File: src/rtl/qdec_cabac_pkg.sv
// Shared CABAC decoder definitions: context entry layout, init ROM bank
// selection, init sequencer states and the Clip3 helper.
package qdec_cabac_pkg;

    // Default context count and ctx RAM address width.
    localparam int QDEC_NUM_CTX = 192;
    localparam int QDEC_ADDR_W  = 10;

    // Init ROM bank selection (slice initType); code 3 is not a valid bank.
    typedef enum logic [1:0] {
        INIT_I = 2'd0,
        INIT_P = 2'd1,
        INIT_B = 2'd2
    } init_type_t;

    localparam logic [1:0] INIT_TYPE_ILLEGAL = 2'd3;

    // Context-initialisation sequencer states.
    typedef enum logic [1:0] {
        ST_IDLE  = 2'd0,
        ST_RUN   = 2'd1,
        ST_DRAIN = 2'd2,
        ST_DONE  = 2'd3
    } init_state_t;

    // One ctx RAM word: reserved bit, most-probable symbol, probability state.
    typedef struct packed {
        logic       rsvd;
        logic       mps;
        logic [5:0] pstate;
    } ctx_entry_t;

    // Clip3(lo, hi, x) on 10-bit signed values, wide enough for every
    // intermediate of the context init arithmetic.
    function automatic logic signed [9:0] clip3(
        input logic signed [9:0] lo,
        input logic signed [9:0] hi,
        input logic signed [9:0] x
    );
        logic signed [9:0] r;
        r = x;
        if (x < lo) r = lo;
        if (x > hi) r = hi;
        return r;
    endfunction

endpackage

File: src/rtl/qdec_ctx_init_calc.sv
// Combinational HEVC context initialisation: initValue + SliceQpY -> ctx entry.
module qdec_ctx_init_calc
    import qdec_cabac_pkg::*;
(
    input  logic [7:0] i_init_value,
    input  logic [6:0] i_slice_qp,
    output ctx_entry_t o_entry
);

    logic signed [9:0]  w_qpc;
    logic        [6:0]  w_m;
    logic        [7:0]  w_n;
    logic signed [12:0] w_prod;
    logic signed [9:0]  w_pre;

    // Slope/offset decode, QP-scaled state, then split into (pState, valMps).
    always_comb begin
        // qpc is in 0..51, so it is always non-negative.
        w_qpc  = clip3(10'sd0, 10'sd51, 10'($signed(i_slice_qp)));
        // Modular 7/8-bit arithmetic yields the correct two's-complement m and n.
        w_m    = {3'b000, i_init_value[7:4]} * 7'd5 - 7'd45;
        w_n    = {1'b0, i_init_value[3:0], 3'b000} - 8'd16;
        w_prod = 13'($signed(w_m)) * 13'(w_qpc);
        // >>> on a signed operand is a floor shift, as the init formula needs.
        w_pre  = clip3(10'sd1, 10'sd126, 10'(w_prod >>> 4) + 10'($signed(w_n)));

        o_entry.rsvd = 1'b0;
        if (w_pre <= 10'sd63) begin
            o_entry.mps    = 1'b0;
            o_entry.pstate = 6'(10'sd63 - w_pre);
        end else begin
            o_entry.mps    = 1'b1;
            o_entry.pstate = 6'(w_pre - 10'sd64);
        end
    end

endmodule

File: src/rtl/qdec_ctx_init_arb.sv
// Context-initialisation sequencer and ctx RAM port arbiter. On a slice start
// it walks every context, reads its initValue from the selected ROM bank,
// converts it and writes the ctx RAM; otherwise the ctx FSM port passes through.
//
// FSM port handshake: a request is i_fsm_en (with i_fsm_we for writes) and is
// accepted in exactly the cycle it is presented while o_fsm_gnt=1. While the
// sequencer is busy, o_fsm_gnt=0 and requests are dropped, not queued; the
// requester must hold its request until it sees o_fsm_gnt=1.
module qdec_ctx_init_arb
    import qdec_cabac_pkg::*;
#(
    parameter int NUM_CTX = QDEC_NUM_CTX,
    parameter int ADDR_W  = QDEC_ADDR_W
) (
    input  logic              i_clk,
    input  logic              i_rst,
    input  logic              i_init_start,
    input  logic [1:0]        i_init_type,
    input  logic [6:0]        i_slice_qp,
    output logic              o_init_busy,
    output logic              o_init_done,
    output logic [ADDR_W+1:0] o_rom_addr,
    input  logic [7:0]        i_rom_data,
    input  logic [ADDR_W-1:0] i_fsm_addr,
    input  logic [7:0]        i_fsm_wdata,
    input  logic              i_fsm_we,
    input  logic              i_fsm_en,
    output logic              o_fsm_gnt,
    output logic [ADDR_W-1:0] o_ctx_addr,
    output logic [7:0]        o_ctx_wdata,
    output logic              o_ctx_we,
    output logic              o_ctx_en,
    output init_state_t       o_dbg_state
);

    localparam logic [ADDR_W-1:0] LAST_IDX = ADDR_W'(NUM_CTX - 1);

    init_state_t       r_state;
    init_state_t       w_next_state;
    logic              w_accept;
    logic              w_busy;

    init_type_t        r_bank;
    logic [6:0]        r_qp;
    logic [ADDR_W-1:0] r_idx;
    logic              r_drain;

    // Pipeline: stage 1 = ROM data cycle, stage 2 = RAM write cycle.
    logic              r_v1;
    logic [ADDR_W-1:0] r_a1;
    logic              r_v2;
    logic [ADDR_W-1:0] r_a2;
    ctx_entry_t        r_d2;
    ctx_entry_t        w_entry;

    // Next-state logic: start acceptance, last-index detection, drain count.
    always_comb begin
        w_next_state = r_state;
        w_accept     = 1'b0;
        case (r_state)
            ST_IDLE: begin
                if (i_init_start && (i_init_type != INIT_TYPE_ILLEGAL)) begin
                    w_accept     = 1'b1;
                    w_next_state = ST_RUN;
                end
            end
            ST_RUN: begin
                if (r_idx == LAST_IDX) w_next_state = ST_DRAIN;
            end
            ST_DRAIN: begin
                if (r_drain) w_next_state = ST_DONE;
            end
            ST_DONE: begin
                w_next_state = ST_IDLE;
            end
            default: begin
                w_next_state = ST_IDLE;
            end
        endcase
    end

    // State register.
    always_ff @(posedge i_clk) begin
        if (i_rst) r_state <= ST_IDLE;
        else       r_state <= w_next_state;
    end

    // Slice parameters, context index walk and two-cycle drain counter.
    always_ff @(posedge i_clk) begin
        if (i_rst) begin
            r_bank  <= INIT_I;
            r_qp    <= '0;
            r_idx   <= '0;
            r_drain <= 1'b0;
        end else begin
            if (w_accept) begin
                r_bank <= init_type_t'(i_init_type);
                r_qp   <= i_slice_qp;
                r_idx  <= '0;
            end else if ((r_state == ST_RUN) && (r_idx != LAST_IDX)) begin
                r_idx <= r_idx + 1'b1;
            end
            r_drain <= (r_state == ST_DRAIN) && !r_drain;
        end
    end

    qdec_ctx_init_calc u_calc (
        .i_init_value (i_rom_data),
        .i_slice_qp   (r_qp),
        .o_entry      (w_entry)
    );

    // Address/valid pipeline; reset clears valids so an aborted walk issues no writes.
    always_ff @(posedge i_clk) begin
        if (i_rst) begin
            r_v1 <= 1'b0;
            r_a1 <= '0;
            r_v2 <= 1'b0;
            r_a2 <= '0;
            r_d2 <= '0;
        end else begin
            r_v1 <= (r_state == ST_RUN);
            r_a1 <= r_idx;
            r_v2 <= r_v1;
            r_a2 <= r_a1;
            r_d2 <= w_entry;
        end
    end

    // Status outputs and the ctx RAM port mux (sequencer while busy, else FSM).
    always_comb begin
        w_busy      = (r_state == ST_RUN) || (r_state == ST_DRAIN);
        o_init_busy = w_busy;
        o_init_done = (r_state == ST_DONE);
        o_fsm_gnt   = !w_busy;
        o_rom_addr  = {r_bank, r_idx};
        o_dbg_state = r_state;
        o_ctx_addr  = i_fsm_addr;
        o_ctx_wdata = i_fsm_wdata;
        o_ctx_we    = i_fsm_we;
        o_ctx_en    = i_fsm_en;
        if (w_busy) begin
            o_ctx_addr  = r_a2;
            o_ctx_wdata = r_d2;
            o_ctx_we    = r_v2;
            o_ctx_en    = r_v2;
        end
    end

endmodule

File: config.mk
export PLATFORM = sky130hd
export DESIGN_NAME = qdec_ctx_init_arb
export DESIGN_NICKNAME = d
export VERILOG_FILES = /design/src/rtl/qdec_cabac_pkg.sv /design/src/rtl/qdec_ctx_init_calc.sv /design/src/rtl/qdec_ctx_init_arb.sv
export SDC_FILE = /design/constraint.sdc
export NUM_CORES = 1
export LEC_CHECK = 0
export ABC_AREA = 1
export CORE_MARGIN = 2
export CORE_UTILIZATION = 43
export DETAILED_ROUTE_END_ITERATION = 8
export PLACE_DENSITY = 0.67
export SYNTH_ARGS = -nofsm -noshare
export SYNTH_HDL_FRONTEND = slang
export SYNTH_HIERARCHICAL = 1
export SYNTH_SLANG_ARGS = --single-unit
File: constraint.sdc
create_clock -name i_clk -period 16.2 [get_ports i_clk]
set_clock_uncertainty 0.2 [all_clocks]
set_input_delay 1.62 -clock i_clk [delete_from_list [all_inputs] [get_ports i_clk]]
set_output_delay 1.62 -clock i_clk [all_outputs]
set_load 0.005 [all_outputs]
==> impl_metrics.json, run 1 <==
{
  "p_per_area_nw_per_um2": 213,
  "cts_sinks": 52,
  "yosysTopAreaCellShare": 0.234,
  "grt_max_degree": 33,
  "area.sequential_um2": 1040,
  "cts-resized-gates": 0,
  "diodes": 0,
  "power.leakage_nw": 2.73,
  "nets": 823,
  "syn_area_per_cell_um2": 6.98,
  "fin_ws_ps": 6530,
  "h-tree-depth": 2,
  "slew_violations": 0,
  "fin_crit_ps": 9670,
  "crit_fanout": 6,
  "via_per_inst": 4.68,
  "initial_core_util": 0.436,
  "clkTransAtPathRegs_ps": 100,
  "relSlewSlack": 0.560,
  "status": "finished, final reports clean",
  "ys_top_cells_by_area": "dfxtp_1 (23%), ha_1 (15%), nand2_1 (14%)",
  "cpPeakStageDelay_ps": 550,
  "clk_latency_ps": 310,
  "cp.required_ps": 16250,
  "ir_drop_v": 0.0000865,
  "synth_largest_area_cell": "dfxtp_1",
  "dr.first_iter.drc_count": 121,
  "syn_inst": 636,
  "fill_cells": 1024,
  "pre_cts_ws_ps": 6180,
  "ys_types": 37,
  "routed-wl-met3_um": 306,
  "port_buffers": 76,
  "die_w_um": 106,
  "numCtsBuffers": 5,
  "grt_overflow_total": 0,
  "dp_hpwl_um": 7710,
  "ys_seq_elements": 52,
  "wl_per_cell_um": 11.1,
  "grt_pass1_wl_um": 16800,
  "die_h_um": 106,
  "tns_ps": 0,
  "wl_um": 9420,
  "start_kind": "input pin",
  "drt-met1-wl_um": 4460,
  "dieArea_um2": 11200,
  "grt_usage": 0.178,
  "drcViolationCount": 0,
  "drt-pass1-iter-count": 4,
  "syn_area_um2": 4440,
  "period_share": 0.597,
  "grt_pass1_vias": 3898,
  "post_cts_buffers": 0,
  "core_um2": 10200,
  "syn_nets": 751,
  "crit_top_cell": "nand2_1",
  "ys_seq_area_frac": 0.234,
  "antenna_left": 0,
  "drv_cap": 0,
  "yosys_warnings": 6,
  "total_power_mw": 1.16,
  "dr_total_vias": 3953,
  "areaGrowthSynthToFinish_pct": 22.9,
  "wl_met2_um": 4600,
  "rows": 37,
  "highest_layer": "met4",
  "hold_class": "register to register",
  "cp_slowest_cell": "fa_1",
  "antenna_found_initial": 0,
  "cp-end-kind": "register",
  "multi_input_area_um2": 2880,
  "worstPathArrival_ps": 9720,
  "cts-root-buf": "clkbuf_8",
  "drive_above_1_share": 0.0578,
  "worst_slew_pin_slew_ps": 660,
  "clock.fmax_mhz": 103,
  "rsz0062_at_grt": "no",
  "worstSetupPathType": "input pin to register",
  "hold_violations": 0,
  "place.gp.congestion": 0.942,
  "hold_buffers": 0,
  "cts_max_path_buffers": 2,
  "io_pins": 77,
  "setup_viol": 0,
  "cts_tree": "yes"
}
area by class of cell:
type | count | area share
Clock buffer | 5 | 0.0126
Sequential cell | 52 | 0.191
Inverter | 122 | 0.0839
Tap cell | 136 | 0.0312
Timing Repair Buffer | 77 | 0.141
Multi-Input combinational cell | 450 | 0.528
Clock inverter | 3 | 0.0126
metal layers:
metal | track usage | up-vias
li1 | - | 2090
met1 | 0.223 | 1788
met2 | 0.322 | 69
met3 | 0.0235 | 6
met4 | 0.0451 | 0
met5 | 0 | -
critical path: cells and delay by family:
family | cells | cell delay (ps)
AO/OA/AOI/OAI | 5 | 1180
AND/OR/NAND/NOR | 16 | 1670
adder cells (fa/ha/maj) | 10 | 4060
buffers and inverters | 8 | 940
XOR/XNOR | 1 | 220
stage by stage:
| stage | util | hold slack, ps | area [µm²] | std cells |
|---|---|---|---|---|
| 2_1_floorplan | - | 188 | 4440 | 636 |
| 3_3_place_gp | 0.522 | 192 | 5320 | 837 |
| 3_5_place_dp | 0.522 | 197 | 5320 | 837 |
| 4_1_cts | 0.536 | 205 | 5460 | 845 |
| 5_1_grt | 0.536 | 221 | 5460 | 845 |
| 6_report | 0.536 | 202 | 5460 | 845 |
power by group:
| part | leakage (nW) | total (mW) | internal, mW | switching, mW |
|---|---|---|---|---|
| registers | 0.424 | 0.158 | 0.148 | 0.0104 |
| logic | 2.23 | 0.896 | 0.360 | 0.536 |
| clock network | 0.0687 | 0.107 | 0.0622 | 0.0444 |
sequential cells by signal (all words and copies together) (netlist names):
register / count
r_a1: 10
r_a2: 10
r_idx: 10
r_d2: 8
r_qp: 7
o_dbg_state: 2
r_bank: 2
r_drain: 1
r_v1: 1
r_v2: 1
final timing paths:
path                  from  slack [ps]       to  cells past startpoint
max reg2reg        r_qp[6]        8780  r_d2[2]                     33
max          i_rom_data[5]        6530  r_d2[2]                     40
min reg2reg        r_a1[7]         200  r_a2[7]                      2
min                r_a1[7]         200  r_a2[7]                      2
cells in the mapped netlist, drive strengths merged:
master and instances:
o211ai 1, nor2 75, nor3 7, dfxtp 52, xnor2 5, or2 1, o21bai 1, a21boi 1
nand2 180, inv 122, a31o 1, nand4 8, a22oi 1, o21ai 15, a211oi 2, nand3 21
ha 53, clkbuf 8, nor4 1, buf 4, a21oi 37, nand3b 5, xor2 12, fa 22
conb 1
logic make-up (layout without fill, tap and decap cells):
kind of cell / Yosys count / count (layout) / share of synthesized area
AND/OR/NAND/NOR: 298 / 298 / 0.286
buffers and inverters: 134 / 207 / 0.116
adder cells (fa/ha/maj): 75 / 75 / 0.249
AO/OA/AOI/OAI: 59 / 59 / 0.0798
flip-flops: 52 / 52 / 0.234
XOR/XNOR: 17 / 17 / 0.0335
other: 1 / 1 / 0.000845
layout by cell type (no fill, tap or decap), drive strengths merged, types with 2 or more instances in the layout:
cell type,n
xnor2,5
ha,53
clkbuf,5
o21ai,15
fa,22
bufinv,2
a211oi,2
nand2,180
dfxtp,52
nand3,21
nand4,8
nor2,75
inv,123
xor2,12
nand3b,5
a21oi,37
nor3,7
clkdlybuf4s50,76
No activity file was read; power rests on OpenSTA's default activity.
==> inputs of run 2 (changes only) <==
PLACE_DENSITY = 0.7   (was 0.67)
clock period = 8.21 ns   (was 16.2 ns; I/O delays follow)
==> run 2 against run 1 <==
Via count grew 6.1%. Hold slack improved by 0.83 ps. Sequential cell count stayed put. Count of clock-buffer cells in the layout increased by 1. Sequential share of layout area decreased by 1.6 points. Critical endpoint is now r_d2[5].
==> impl_metrics.json, run 2 (synthesis results as in run 1) <==
{
  "status": "finished, final reports clean",
  "cts_sinks": 52,
  "cp-end-kind": "register",
  "drv_cap": 0,
  "reg2reg_depth": 34,
  "worstSetupPathType": "input pin to register",
  "clock.fmax_mhz": 131,
  "power.leakage_nw": 2.97,
  "cp_slowest_cell": "fa_1",
  "die_h_um": 106,
  "final_common_cell": "nand2_1",
  "place.gp.congestion": 0.934,
  "wl_per_cell_um": 11.3,
  "final_cell_mix": "nand2_1 (167), inv_1 (117), nor2_1 (73)",
  "start_kind": "input pin",
  "via_per_inst": 4.70,
  "ir_drop_v": 0.000266,
  "numCtsBuffers": 5,
  "rsz0062_at_grt": "no",
  "dr.first_iter.drc_count": 138,
  "rows": 37,
  "worstPathArrival_ps": 7640,
  "h-tree-depth": 2,
  "hold_class": "register to register",
  "cts_max_path_buffers": 2,
  "fin_crit_ps": 7650,
  "final_util": 0.584,
  "antenna_left": 0,
  "drt-pass1-iter-count": 4,
  "dieArea_um2": 11200,
  "cp.required_ps": 8200,
  "placed_cells": 880,
  "cts_tree": "yes",
  "grt_pass1_vias": 3944,
  "slew_violations": 0,
  "relSlewSlack": 0.538,
  "cpPeakStageDelay_ps": 540,
  "layout.cells.non_filler": 893,
  "cts-root-buf": "clkbuf_8",
  "final_area_um2": 5940,
  "port_buffers": 76,
  "grt_overflow_total": 0,
  "io_pins": 77,
  "period_share": 0.932,
  "hold_violations": 0,
  "antenna_found_initial": 0,
  "nets": 871,
  "grt_pass1_wl_um": 16600,
  "drcViolationCount": 0,
  "setup_viol": 0,
  "die_w_um": 106,
  "p_per_area_nw_per_um2": 468,
  "hold_depth": 2,
  "initial_core_util": 0.436,
  "diodes": 0,
  "clk_latency_ps": 300,
  "drive_above_1_share": 0.147,
  "clkTransAtPathRegs_ps": 90,
  "placed_cell_area_um2": 5640,
  "grt_usage": 0.177,
  "crit_fanout": 5,
  "areaGrowthSynthToFinish_pct": 33.9,
  "core_um2": 10200,
  "dr_total_vias": 4194,
  "reg_top3": "r_a1: 10 flops, r_a2: 10 flops, r_idx: 10 flops",
  "dp_hpwl_um": 8080,
  "worst_slew_pin_slew_ps": 693,
  "grt_max_degree": 33,
  "wl_um": 10100
}
## run 2: cell count changes in the layout (fill, tap and decap cells not counted), sizes merged, moves of 2 or more
cell,before,now
bufinv,2,0
clkdlybuf4s50,76,72
buf,1,49
dlymetal6s2s,0,4
## run 2: power breakdown
group          total (mW)  leakage, nW  switching, mW  internal (mW)
Combinational        2.33         2.51           1.22           1.10
Clock               0.144       0.0414         0.0828         0.0607
Sequential          0.313        0.424         0.0213          0.292
## run 2: worst max-delay path: cells and delay by family
family | cells | cell delay [ps]
buffers and inverters | 10 | 820
XOR/XNOR | 1 | 90
AND/OR/NAND/NOR | 13 | 1090
AO/OA/AOI/OAI | 5 | 960
adder cells (fa/ha/maj) | 11 | 3850
## run 2: layout make-up
cell class / count / area [µm²]
clock inverter: 2 / 16.3
multi-input combinational: 450 / 3050
sequential: 52 / 1040
fill: 947 / 4240
clock buffer: 6 / 72.6
timing repair buffer: 125 / 1140
tap: 136 / 170
inverter: 122 / 458
## run 2: final timing paths
path | start | to | slack, ps
setup / recovery | i_rom_data[5] | r_d2[5] | 560
hold / removal | r_a1[1] | r_a2[1] | 200
setup reg to reg | r_qp[6] | r_d2[5] | 1260
hold reg to reg | r_a1[1] | r_a2[1] | 200
## run 2: per-layer routing
metal	global-route usage	up-vias	part of all wire
met4	0.0517	0	0.013
met1	0.216	1909	0.45
li1	-	2186	-
met3	0.0235	13	0.032
met5	0	-	0
met2	0.322	86	0.50
## run 2: stage by stage
step	power, mW	hold WS [ps]	setup WS [ps]	setup TNS [ps]
final	2.78	203	559	0
after global routing	3.07	222	170	0
after CTS	2.59	209	3.19	0
after detailed placement	2.43	196	-394	-2490
after global placement	2.36	190	-164	-938
after floorplan	1.64	188	205	0
## run 2: what timing repair did
action	CTS	global route
gates resized for setup	2	28
pin swaps	0	23
gates cloned	0	0
buffers inserted	0	5
hold buffers	0	0
setup endpoints to repair	6	7
